## src/rtl/cell_exerciser.sv

```systemverilog
// cell_exerciser: exhaustive stimulus engine for standard-cell test structures.
// Applies every input vector to one cell-under-test and waits a settle time.
// It then samples the synchronised cell outputs into a MISR and counts the
// samples where cell_out[0] is high.
// Build option: define GRAY_ORDER_EN to walk vectors in Gray order (binary otherwise).
module cell_exerciser #(
    parameter int unsigned N_IN   = 16,
    parameter int unsigned N_OUT  = 2,
    parameter int unsigned SETTLE = 4,
    parameter int unsigned SIG_W  = 16,
    parameter logic [SIG_W-1:0] POLY = SIG_W'(16'h1021)
) (
    input  logic              wb_clk_i,
    input  logic              wb_rst_i,
    input  logic              start,
    input  logic              abort,
    input  logic [4:0]        n_inputs,
    output logic [N_IN-1:0]   cell_in,
    input  logic [N_OUT-1:0]  cell_out,
    output logic              busy,
    output logic              done,
    output logic [SIG_W-1:0]  signature,
    output logic [N_IN:0]     ones_count,
    output logic [N_IN:0]     vec_idx
);

    localparam int unsigned IDX_W = N_IN + 1;
    localparam int unsigned CNT_W = 8;

    typedef enum logic [2:0] {
        S_IDLE,
        S_APPLY,
        S_SETTLE,
        S_SAMPLE,
        S_DONE
    } state_t;

    state_t             state;
    logic [CNT_W-1:0]   settle_cnt;
    logic [IDX_W-1:0]   last_idx;
    logic [N_OUT-1:0]   sync1;
    logic [N_OUT-1:0]   sync2;

    logic [4:0]         n_clamped_c;
    logic [IDX_W-1:0]   last_idx_c;
    logic [N_IN-1:0]    pattern_c;
    logic [SIG_W-1:0]   sig_next_c;

    // Two-flop synchroniser on the asynchronous cell outputs, always running.
    always_ff @(posedge wb_clk_i or posedge wb_rst_i) begin
        if (wb_rst_i) begin
            sync1 <= '0;
            sync2 <= '0;
        end else begin
            sync1 <= cell_out;
            sync2 <= sync1;
        end
    end

    // Clamp the requested input count and derive the final vector index.
    always_comb begin
        n_clamped_c = n_inputs;
        if (32'(n_inputs) > N_IN) begin
            n_clamped_c = 5'(N_IN);
        end
        last_idx_c = (IDX_W'(1) << n_clamped_c) - IDX_W'(1);
    end

    // Stimulus pattern for the current vector index; upper bits stay zero
    // because vec_idx never exceeds 2^n-1.
    always_comb begin
        pattern_c = vec_idx[N_IN-1:0];
`ifdef GRAY_ORDER_EN
        pattern_c = vec_idx[N_IN-1:0] ^ (vec_idx[N_IN-1:0] >> 1);
`endif
    end

    // Next MISR value folding in the synchronised outputs.
    always_comb begin
        sig_next_c = {signature[SIG_W-2:0], 1'b0}
                   ^ (signature[SIG_W-1] ? POLY : '0)
                   ^ SIG_W'(sync2);
    end

    // Run sequencer with registered outputs; abort overrides every busy state.
    always_ff @(posedge wb_clk_i or posedge wb_rst_i) begin
        if (wb_rst_i) begin
            state      <= S_IDLE;
            settle_cnt <= '0;
            last_idx   <= '0;
            cell_in    <= '0;
            busy       <= 1'b0;
            done       <= 1'b0;
            signature  <= '1;
            ones_count <= '0;
            vec_idx    <= '0;
        end else begin
            done <= 1'b0;
            if (abort && (state != S_IDLE)) begin
                state   <= S_IDLE;
                cell_in <= '0;
                busy    <= 1'b0;
            end else begin
                case (state)
                    S_IDLE: begin
                        if (start && !abort) begin
                            last_idx   <= last_idx_c;
                            signature  <= '1;
                            ones_count <= '0;
                            vec_idx    <= '0;
                            busy       <= 1'b1;
                            state      <= S_APPLY;
                        end
                    end
                    S_APPLY: begin
                        cell_in    <= pattern_c;
                        settle_cnt <= CNT_W'(SETTLE - 1);
                        state      <= S_SETTLE;
                    end
                    S_SETTLE: begin
                        if (settle_cnt == '0) begin
                            state <= S_SAMPLE;
                        end else begin
                            settle_cnt <= settle_cnt - CNT_W'(1);
                        end
                    end
                    S_SAMPLE: begin
                        signature  <= sig_next_c;
                        ones_count <= ones_count + IDX_W'(sync2[0]);
                        if (vec_idx == last_idx) begin
                            done  <= 1'b1;
                            state <= S_DONE;
                        end else begin
                            vec_idx <= vec_idx + IDX_W'(1);
                            state   <= S_APPLY;
                        end
                    end
                    S_DONE: begin
                        cell_in <= '0;
                        busy    <= 1'b0;
                        state   <= S_IDLE;
                    end
                    default: begin
                        state <= S_IDLE;
                    end
                endcase
            end
        end
    end

endmodule

```

## config.mk

```make
export PLATFORM = sky130hd
export DESIGN_NAME = cell_exerciser
export DESIGN_NICKNAME = d
export VERILOG_FILES = /design/src/rtl/cell_exerciser.sv
export SDC_FILE = /design/constraint.sdc
export NUM_CORES = 1
export LEC_CHECK = 0
export ABC_AREA = 1
export CAP_MARGIN = 20
export CORE_UTILIZATION = 50
export CTS_BUF_LIST = sky130_fd_sc_hd__clkbuf_8
export DETAILED_ROUTE_END_ITERATION = 8
export PLACE_DENSITY = 0.76
export SETUP_SLACK_MARGIN = 0.5
export SLEW_MARGIN = 20
export SYNTH_ARGS = -nofsm -noshare
export SYNTH_HDL_FRONTEND = slang
export SYNTH_SLANG_ARGS = --single-unit
```

## constraint.sdc

```tcl
create_clock -name wb_clk_i -period 3.4 [get_ports wb_clk_i]
set_clock_uncertainty 0.05 [all_clocks]
set_input_delay 0.51 -clock wb_clk_i [delete_from_list [all_inputs] [get_ports wb_clk_i]]
set_output_delay 0.51 -clock wb_clk_i [all_outputs]
set_load 0.05 [all_outputs]
```

==> results.txt, run 1 <==
----------------------------------------------------
[Status]
  Outcome ... finished, final reports clean

[Cells and area]
  Number of antenna diodes ... 0
  Share of layout cells above drive strength 1 ... 8.77%
  Final Instance Count excl. Fillers ... 938
  Syn-to-layout area delta ... 18.9%
  Post-route cell area ... 6670 um2
  Net count reported at finish ... between 800 and 900

[Synth]
  Top cells by instance count after synthesis ... 195 x sky130_fd_sc_hd__nand2_1, 87 x sky130_fd_sc_hd__nor2_1, 84 x sky130_fd_sc_hd__dfrtp_1
  Most frequent cell after synthesis ... sky130_fd_sc_hd__nand2_1
  Number of flops mapped to enable cells by yosys ... 0
  Synth async-reset ratio ... 100%
  Avg Cell Area, Syn ... 7.71 um2
  Library cell with the largest summed area after synthesis ... sky130_fd_sc_hd__dfrtp_1
  Leading register cell type out of synthesis ... sky130_fd_sc_hd__dfrtp_1
  Syn Std Cell Area ... between 5000 and 6000 um2
  Post-synth top area share ... 37.5%
  YS warnings ... 0
  Leading cell types by total area after synthesis ... sky130_fd_sc_hd__dfrtp_1 38%, sky130_fd_sc_hd__nand2_1 13%, sky130_fd_sc_hd__dfstp_2 7.5%
  Cell count after synthesis ... 727
  Register bit total from synthesis ... 100
  Fraction of the yosys area taken by sequential cells ... roughly 45%
  Count of unique library cells instantiated by Yosys ... 38
  Synth Net Count ... 744

[CTS]
  Sink Count ... 100
  Clock tree from TritonCTS ... yes
  Clock latency of the later-clocked register in the worst-skew pair ... 380 ps
  Setup bufs post-CTS ... 0
  Register clock-pin slew on the reported worst setup and hold paths ... 90 ps
  Post-CTS Hold Buffers ... 0
  Buffer cell driving the clock tree root ... sky130_fd_sc_hd__clkbuf_8
  H-tree depth reported by CTS ... 3
  Cts bufs inserted ... 9
  Maximum root-to-sink buffer count ... 2
  Number of gates resized after cts ... 0

[STA]
  Max Clock Freq ... 0.423 GHz
  Final count of negative-setup-slack endpoints ... 0
  Max-Slew Margin vs Limit ... 59.6%
  Period Utilization, post-route ... 69.6%
  Setup repair after global routing missed its margin ... false
  Final Hold Viols ... 0
  Final number of max-transition violations ... 0
  Min Tclk post-route ... ~2400 ps
  Slew at the pin with the worst max-slew slack ... 601 ps
  Worst hold-check slack ... 305 ps
  Fin Setup TNS ... 0 ps

[Route]
  Drt wl/cell ... 13.6 um
  Number of DRC violations after detailed-routing iteration 0 ... 348
  Wire length reported by the detailed router ... around 13,000 um
  Vias ... about 5,000
  Number of antenna-violating nets in the routed design ... 0
  Number of iterations in the first detailed-routing pass ... 5
  Vias per std cell ... between 5 and 6
  Post-route DRC ... 0

[Global route]
  Met3 global-route usage ... 5.69%
  GR Overflow Total ... 0
  Vias in the first global route ... 4,726
  Global routing met2 resource utilization ... 38.5%
  Met1 global-route usage ... 30.4%
  Largest net degree at the start of global routing ... 101
  Global routing's busiest layer ... met2
  Number of antenna violations at the first check in global routing ... 0
  Wire length of the first global-routing pass ... 21,500 um
  Global-route usage over all layers ... 23.7%

[Die]
  Placeable core region ... around 11,000 um2
  Initial Utilization ... 51.5%
  Die boundary height ... 108 um
  Horizontal die dimension ... ~110 um
  Row count ... 38
  Die ar. ... 11,600 um2
  Top-level I/O count ... 79

[Power]
  Leakage component of the power ... a little over 3 nW
  Pwr per Cell Area ... 631 nW/um2
  Worst IR drop on VDD ... around 0.0004 V

[Placed design]
  Port bufs ... 78
  Number of placed cells counting well taps ... 922
  DP Wirelength ... 9150 um
  Routability congestion estimate from global placement ... 0.890
  Placed instance area ... 6470 um2

[Worst setup path]
  Highest net fanout along the worst path ... 10
  Startpoint Class ... flop
  WP data arrival ... 1810 ps
  Top Family by Delay on Critical Path ... buffers and inverters
  Longest individual stage delay on the worst path ... 880 ps
  Data required time at the worst endpoint ... 2840 ps
  Cell with the largest stage delay on the worst path ... sky130_fd_sc_hd__clkdlybuf4s50_1
  WP buf/inv ... 1
  Worst-path cell chain ... clkdlybuf4s50_1
  Classification of the worst setup path ... flop to output pin
  Critical Path Sink Type ... output pin

[Run]
  Total of max-cap violations ... 0

[Hold path]
  Hold Path Class ... flop to flop

----------------------------------------------------
-- state kept, by name, summed over array words and instances (netlist names) --
register	flops
vec_idx	17
cell_in	16
sync2	2
ones_count	17
busy	1
signature	16
sync1	2
last_idx	17
settle_cnt	8
done	1
state	3
-- path summary, 6_finish.rpt --
kind | startpoint | endpoint | slack [ps] | cells past startpoint
max in group asynchronous | wb_rst_i | last_idx[11]$_DFFE_PP0P_ | 2310 | 3
hold reg to reg | sync1[1]$_DFF_PP0_ | sync2[1]$_DFF_PP0_ | 300 | 0
min in group asynchronous | wb_rst_i | cell_in[10]$_DFFE_PP0P_ | 520 | 3
setup reg to reg | state[0]$_DFFE_PP0P_ | ones_count[5]$_DFFE_PP0P_ | 1160 | 8
hold / removal | sync1[1]$_DFF_PP0_ | sync2[1]$_DFF_PP0_ | 300 | 0
setup / recovery | ones_count[3]$_DFFE_PP0P_ | ones_count[3] | 1030 | 1
-- cell families after synthesis --
family | after synthesis | synth area share, %
buffers and inverters | 110 | 8.08
xor gates and xnor gates | 36 | 5.63
and+or+nand+nor | 390 | 30.5
adders and majority gates | 6 | 1.34
muxes | 9 | 1.81
AOI/OAI and AO/OA | 76 | 7.64
DFF | 100 | 45.0
-- per-layer routing --
metal / up-vias / wire length, um / part of all wire (%)
li1: 2461 / - / -
met4: 0 / 273 / 2.1
met5: - / 0 / 0
met1: 2333 / 5680 / 44
met2: 130 / 6230 / 49
met3: 23 / 615 / 4.8
-- power by group --
group	leakage, nW	internal, W	switching (W)	total, W
clock network	0.109	0.000354	0.000406	0.000760
logic	1.70	0.000533	0.00122	0.00175
registers	1.29	0.00150	0.000202	0.00170
-- placed cells by master, fill, tap and decap left out, types with 2 or more instances in the layout --
cell type / instances
sky130_fd_sc_hd__nor3_1: 9
sky130_fd_sc_hd__xnor2_1: 13
sky130_fd_sc_hd__xor2_1: 23
sky130_fd_sc_hd__clkdlybuf4s50_1: 78
sky130_fd_sc_hd__nand4_1: 25
sky130_fd_sc_hd__a21oi_1: 7
sky130_fd_sc_hd__nor3b_1: 2
sky130_fd_sc_hd__inv_2: 4
sky130_fd_sc_hd__nor2_2: 2
sky130_fd_sc_hd__nor3_2: 2
sky130_fd_sc_hd__dfrtp_1: 84
sky130_fd_sc_hd__dfstp_2: 16
sky130_fd_sc_hd__buf_4: 4
sky130_fd_sc_hd__clkbuf_8: 10
sky130_fd_sc_hd__inv_1: 77
sky130_fd_sc_hd__a31o_2: 2
sky130_fd_sc_hd__nor2_1: 87
sky130_fd_sc_hd__clkinv_2: 2
sky130_fd_sc_hd__nand3_2: 4
sky130_fd_sc_hd__nand2_2: 4
sky130_fd_sc_hd__o21ai_0: 48
sky130_fd_sc_hd__o31ai_1: 7
sky130_fd_sc_hd__ha_1: 6
sky130_fd_sc_hd__nand2_1: 195
sky130_fd_sc_hd__mux2_2: 9
sky130_fd_sc_hd__nor2_4: 3
sky130_fd_sc_hd__nand3_1: 53
sky130_fd_sc_hd__a31oi_1: 7
-- per-stage QoR --
stage          setup slack (ps)  util, %  power (W)
2_1_floorplan              1490        -    0.00305
3_3_place_gp                788     59.4    0.00343
3_5_place_dp                739     59.4    0.00348
4_1_cts                    1010     61.2    0.00424
5_1_grt                     867     61.2    0.00451
6_report                   1030     61.2    0.00421
-- area by class of cell --
| type | count | area (um2) |
|---|---|---|
| Clock buffer | 10 | 138 |
| Inverter | 82 | 314 |
| Tap cell | 140 | 175 |
| Clock inverter | 6 | 56.3 |
| Sequential cell | 100 | 2520 |
| Timing Repair Buffer | 83 | 831 |
| Fill cell | 969 | 4220 |
| Multi-Input combinational cell | 517 | 2630 |
No activity file was read; power rests on OpenSTA's default activity.
==> run 2: changes to the inputs <==
PLACE_DENSITY = 0.79   (was 0.76)
clock period = 2 ns   (was 3.4 ns; I/O delays follow)
==> results.txt, run 2 (synthesis results as in run 1) <==
----------------------------------------------------
[Global route]
  Largest net degree at the start of global routing ... 101
  Vias in the first global route ... 5,322
  Number of antenna violations at the first check in global routing ... 0
  Wire length of the first global-routing pass ... 25,200 um
  GR Overflow Total ... 0
  Global-route usage over all layers ... between 20 and 30%

[Die]
  Row count ... 38
  Top-level I/O count ... 79
  Placeable core region ... 10,900 um2
  Horizontal die dimension ... 108 um
  Die ar. ... 11,600 um2
  Die boundary height ... 108 um
  Initial Utilization ... 51.5%

[Run]
  Total of max-cap violations ... 0

[Route]
  Wire length reported by the detailed router ... slightly below 20,000 um
  Drt wl/cell ... 18.6 um
  Number of antenna-violating nets in the routed design ... 0
  Post-route DRC ... 0
  Vias per std cell ... 5.81
  Number of DRC violations after detailed-routing iteration 0 ... roughly 550
  Vias ... between 6,000 and 7,000
  Number of iterations in the first detailed-routing pass ... 5

[Cells and area]
  Registers with the most flip-flops ... last_idx x17, ones_count x17, vec_idx x17
  Filler cell count ... 641
  Most frequent cells in the layout ... 158 x sky130_fd_sc_hd__nand2_1, 90 x sky130_fd_sc_hd__buf_4, 68 x sky130_fd_sc_hd__nor2_1
  Number of antenna diodes ... 0
  Syn-to-layout area delta ... 49.1%
  Net count reported at finish ... slightly above 900
  Most common cell after layout, fill and taps aside ... sky130_fd_sc_hd__nand2_1
  Share of layout cells above drive strength 1 ... ~43%

[STA]
  Min Tclk post-route ... 1770 ps
  Final Hold Viols ... 0
  Final number of max-transition violations ... 0
  Period Utilization, post-route ... about nine tenths
  Setup repair after global routing missed its margin ... true
  Final count of negative-setup-slack endpoints ... 0
  Fin Setup TNS ... 0 ps
  Max Clock Freq ... between 0.5 and 0.6 GHz
  Max-Slew Margin vs Limit ... 65.1%
  Slew at the pin with the worst max-slew slack ... 523 ps

[CTS]
  Cts bufs inserted ... 9
  Buffer cell driving the clock tree root ... sky130_fd_sc_hd__clkbuf_8
  Clock latency of the later-clocked register in the worst-skew pair ... between 300 and 400 ps
  Clock tree from TritonCTS ... yes
  Maximum root-to-sink buffer count ... 2
  H-tree depth reported by CTS ... 3
  Post-CTS Hold Buffers ... 0
  Register clock-pin slew on the reported worst setup and hold paths ... 110 ps
  Sink Count ... 100

[Worst setup path]
  Highest net fanout along the worst path ... 8
  Cell with the largest stage delay on the worst path ... sky130_fd_sc_hd__dfrtp_2
  Startpoint Class ... flop
  Classification of the worst setup path ... flop to flop
  Longest individual stage delay on the worst path ... ~500 ps
  WP data arrival ... 2010 ps
  Critical Path Sink Type ... flop
  Data required time at the worst endpoint ... 2250 ps
  CP most frequent cell ... sky130_fd_sc_hd__nand2_4
  Cells on worst reg2reg path ... 9
  Worst-path cell chain ... inv_4, nand2_4, inv_4, nand2_4, nand2_4, clkinv_8, buf_12, buf_16, o21ai_1

[Power]
  Clock network power share ... 14.0%
  Internal power consumption ... approximately 0.0054 W
  Leakage component of the power ... ~4.0 nW
  Sw Pwr ... between 0.004 and 0.005 W
  Post-layout power ... just under 0.01 W
  Worst IR drop on VDD ... 0.000802 V
  Pwr per Cell Area ... around 1200 nW/um2
  Sw Share ... roughly 45%
  Gate power share ... between 50% and 60%
  Fraction of power consumed by sequential logic ... a little over 30%

[Placed design]
  DP Wirelength ... between 9000 and 10,000 um
  Routability congestion estimate from global placement ... 0.896
  Port bufs ... 78

[Hold path]
  Hold path depth ... 1
  Hold Path Class ... input pin to flop

[Status]
  Outcome ... finished, final reports clean

----------------------------------------------------
-- run 2: changes by cell type in the layout (fill, tap and decap cells not counted), moves of 14 or more --
cell	previous run	this run
sky130_fd_sc_hd__buf_4	4	90
sky130_fd_sc_hd__o21ai_0	48	23
sky130_fd_sc_hd__dfrtp_2	0	30
sky130_fd_sc_hd__clkdlybuf4s50_1	78	5
sky130_fd_sc_hd__dfrtp_1	84	54
sky130_fd_sc_hd__inv_1	77	63
sky130_fd_sc_hd__o21ai_1	1	19
sky130_fd_sc_hd__nand2_2	4	29
sky130_fd_sc_hd__nand2_1	195	158
sky130_fd_sc_hd__buf_6	0	34
sky130_fd_sc_hd__nor2_1	87	68
sky130_fd_sc_hd__buf_2	0	22
-- run 2: stage by stage --
step                      hold WS, ps  std cells  cell area [um2]  setup slack [ps]  utilization (%)
after global routing              296       1046             8360               165             76.7
after floorplan                   281        727             5840               344                -
after global placement            288        947             6780             -31.0             62.3
after detailed placement          288        947             6780              -115             62.3
after CTS                         301       1000             7480               383             68.7
final                             304       1046             8360               234             76.7
-- run 2: power groups by stage --
stage	logic (W)	registers, W	clock network [W]
floorplan	0.00175	0.00351	0
global placement	0.00308	0.00292	0
detailed placement	0.00316	0.00294	0
CTS	0.00413	0.00290	0.00135
global route	0.00570	0.00301	0.00144
finish	0.00539	0.00298	0.00136
-- run 2: per-layer routing --
metal / vias to the layer above / wire (um) / GRT usage (%) / share of wire (%)
li1: 2702 / - / - / -
met1: 2930 / 7270 / 35.0 / 37
met2: 342 / 9880 / 47.0 / 51
met3: 100 / 1340 / 4.48 / 6.9
met4: 0 / 916 / 11.9 / 4.7
met5: - / 0 / 0 / 0
-- run 2: path summary, 6_finish.rpt --
check	start	endpoint	slack, ps
setup reg to reg	state[1]$_DFFE_PP0P_	ones_count[1]$_DFFE_PP0P_	230
min in group asynchronous	wb_rst_i	ones_count[9]$_DFFE_PP0P_	360
hold / removal	cell_out[1]	sync1[1]$_DFF_PP0_	300
setup / recovery	state[1]$_DFFE_PP0P_	ones_count[1]$_DFFE_PP0P_	230
max in group asynchronous	wb_rst_i	vec_idx[6]$_DFFE_PP0P_	1110
hold reg to reg	sync1[0]$_DFF_PP0_	sync2[0]$_DFF_PP0_	310
-- run 2: area by class of cell --
cell class	instances	area (um2)	share of cell area, %
multi-input cells	520	3320	39.7
repair buffers	187	1750	21.0
repair inverters	1	6.26	0.0749
flip-flops and latches	100	2560	30.6
well taps	140	175	2.10
clock buffers	11	151	1.81
inverters	82	339	4.06
clock inverters	5	51.3	0.614
-- run 2: timing repair --
action / in CTS / in global routing
cloned: 7 / 3
buffers inserted: 30 / 43
resized for setup: 277 / 161
setup endpoints to repair: 133 / 111
pin swaps: 22 / 24
-- run 2: critical path, delay by kind of cell, from the launching register on --
family / cells / cell delay, ps
flip-flops: 1 / 500
buffers and inverters: 5 / 620
AND/OR/NAND/NOR: 3 / 280
AO/OA/AOI/OAI: 1 / 210
==> run 3: changes to the inputs <==
ABC_CLOCK_PERIOD_IN_PS = 2000   (was unset)
SKIP_LAST_GASP = 1   (was unset)
==> results of run 3 <==
No change in the layout: final DEF, timing and power equal those of run 2.
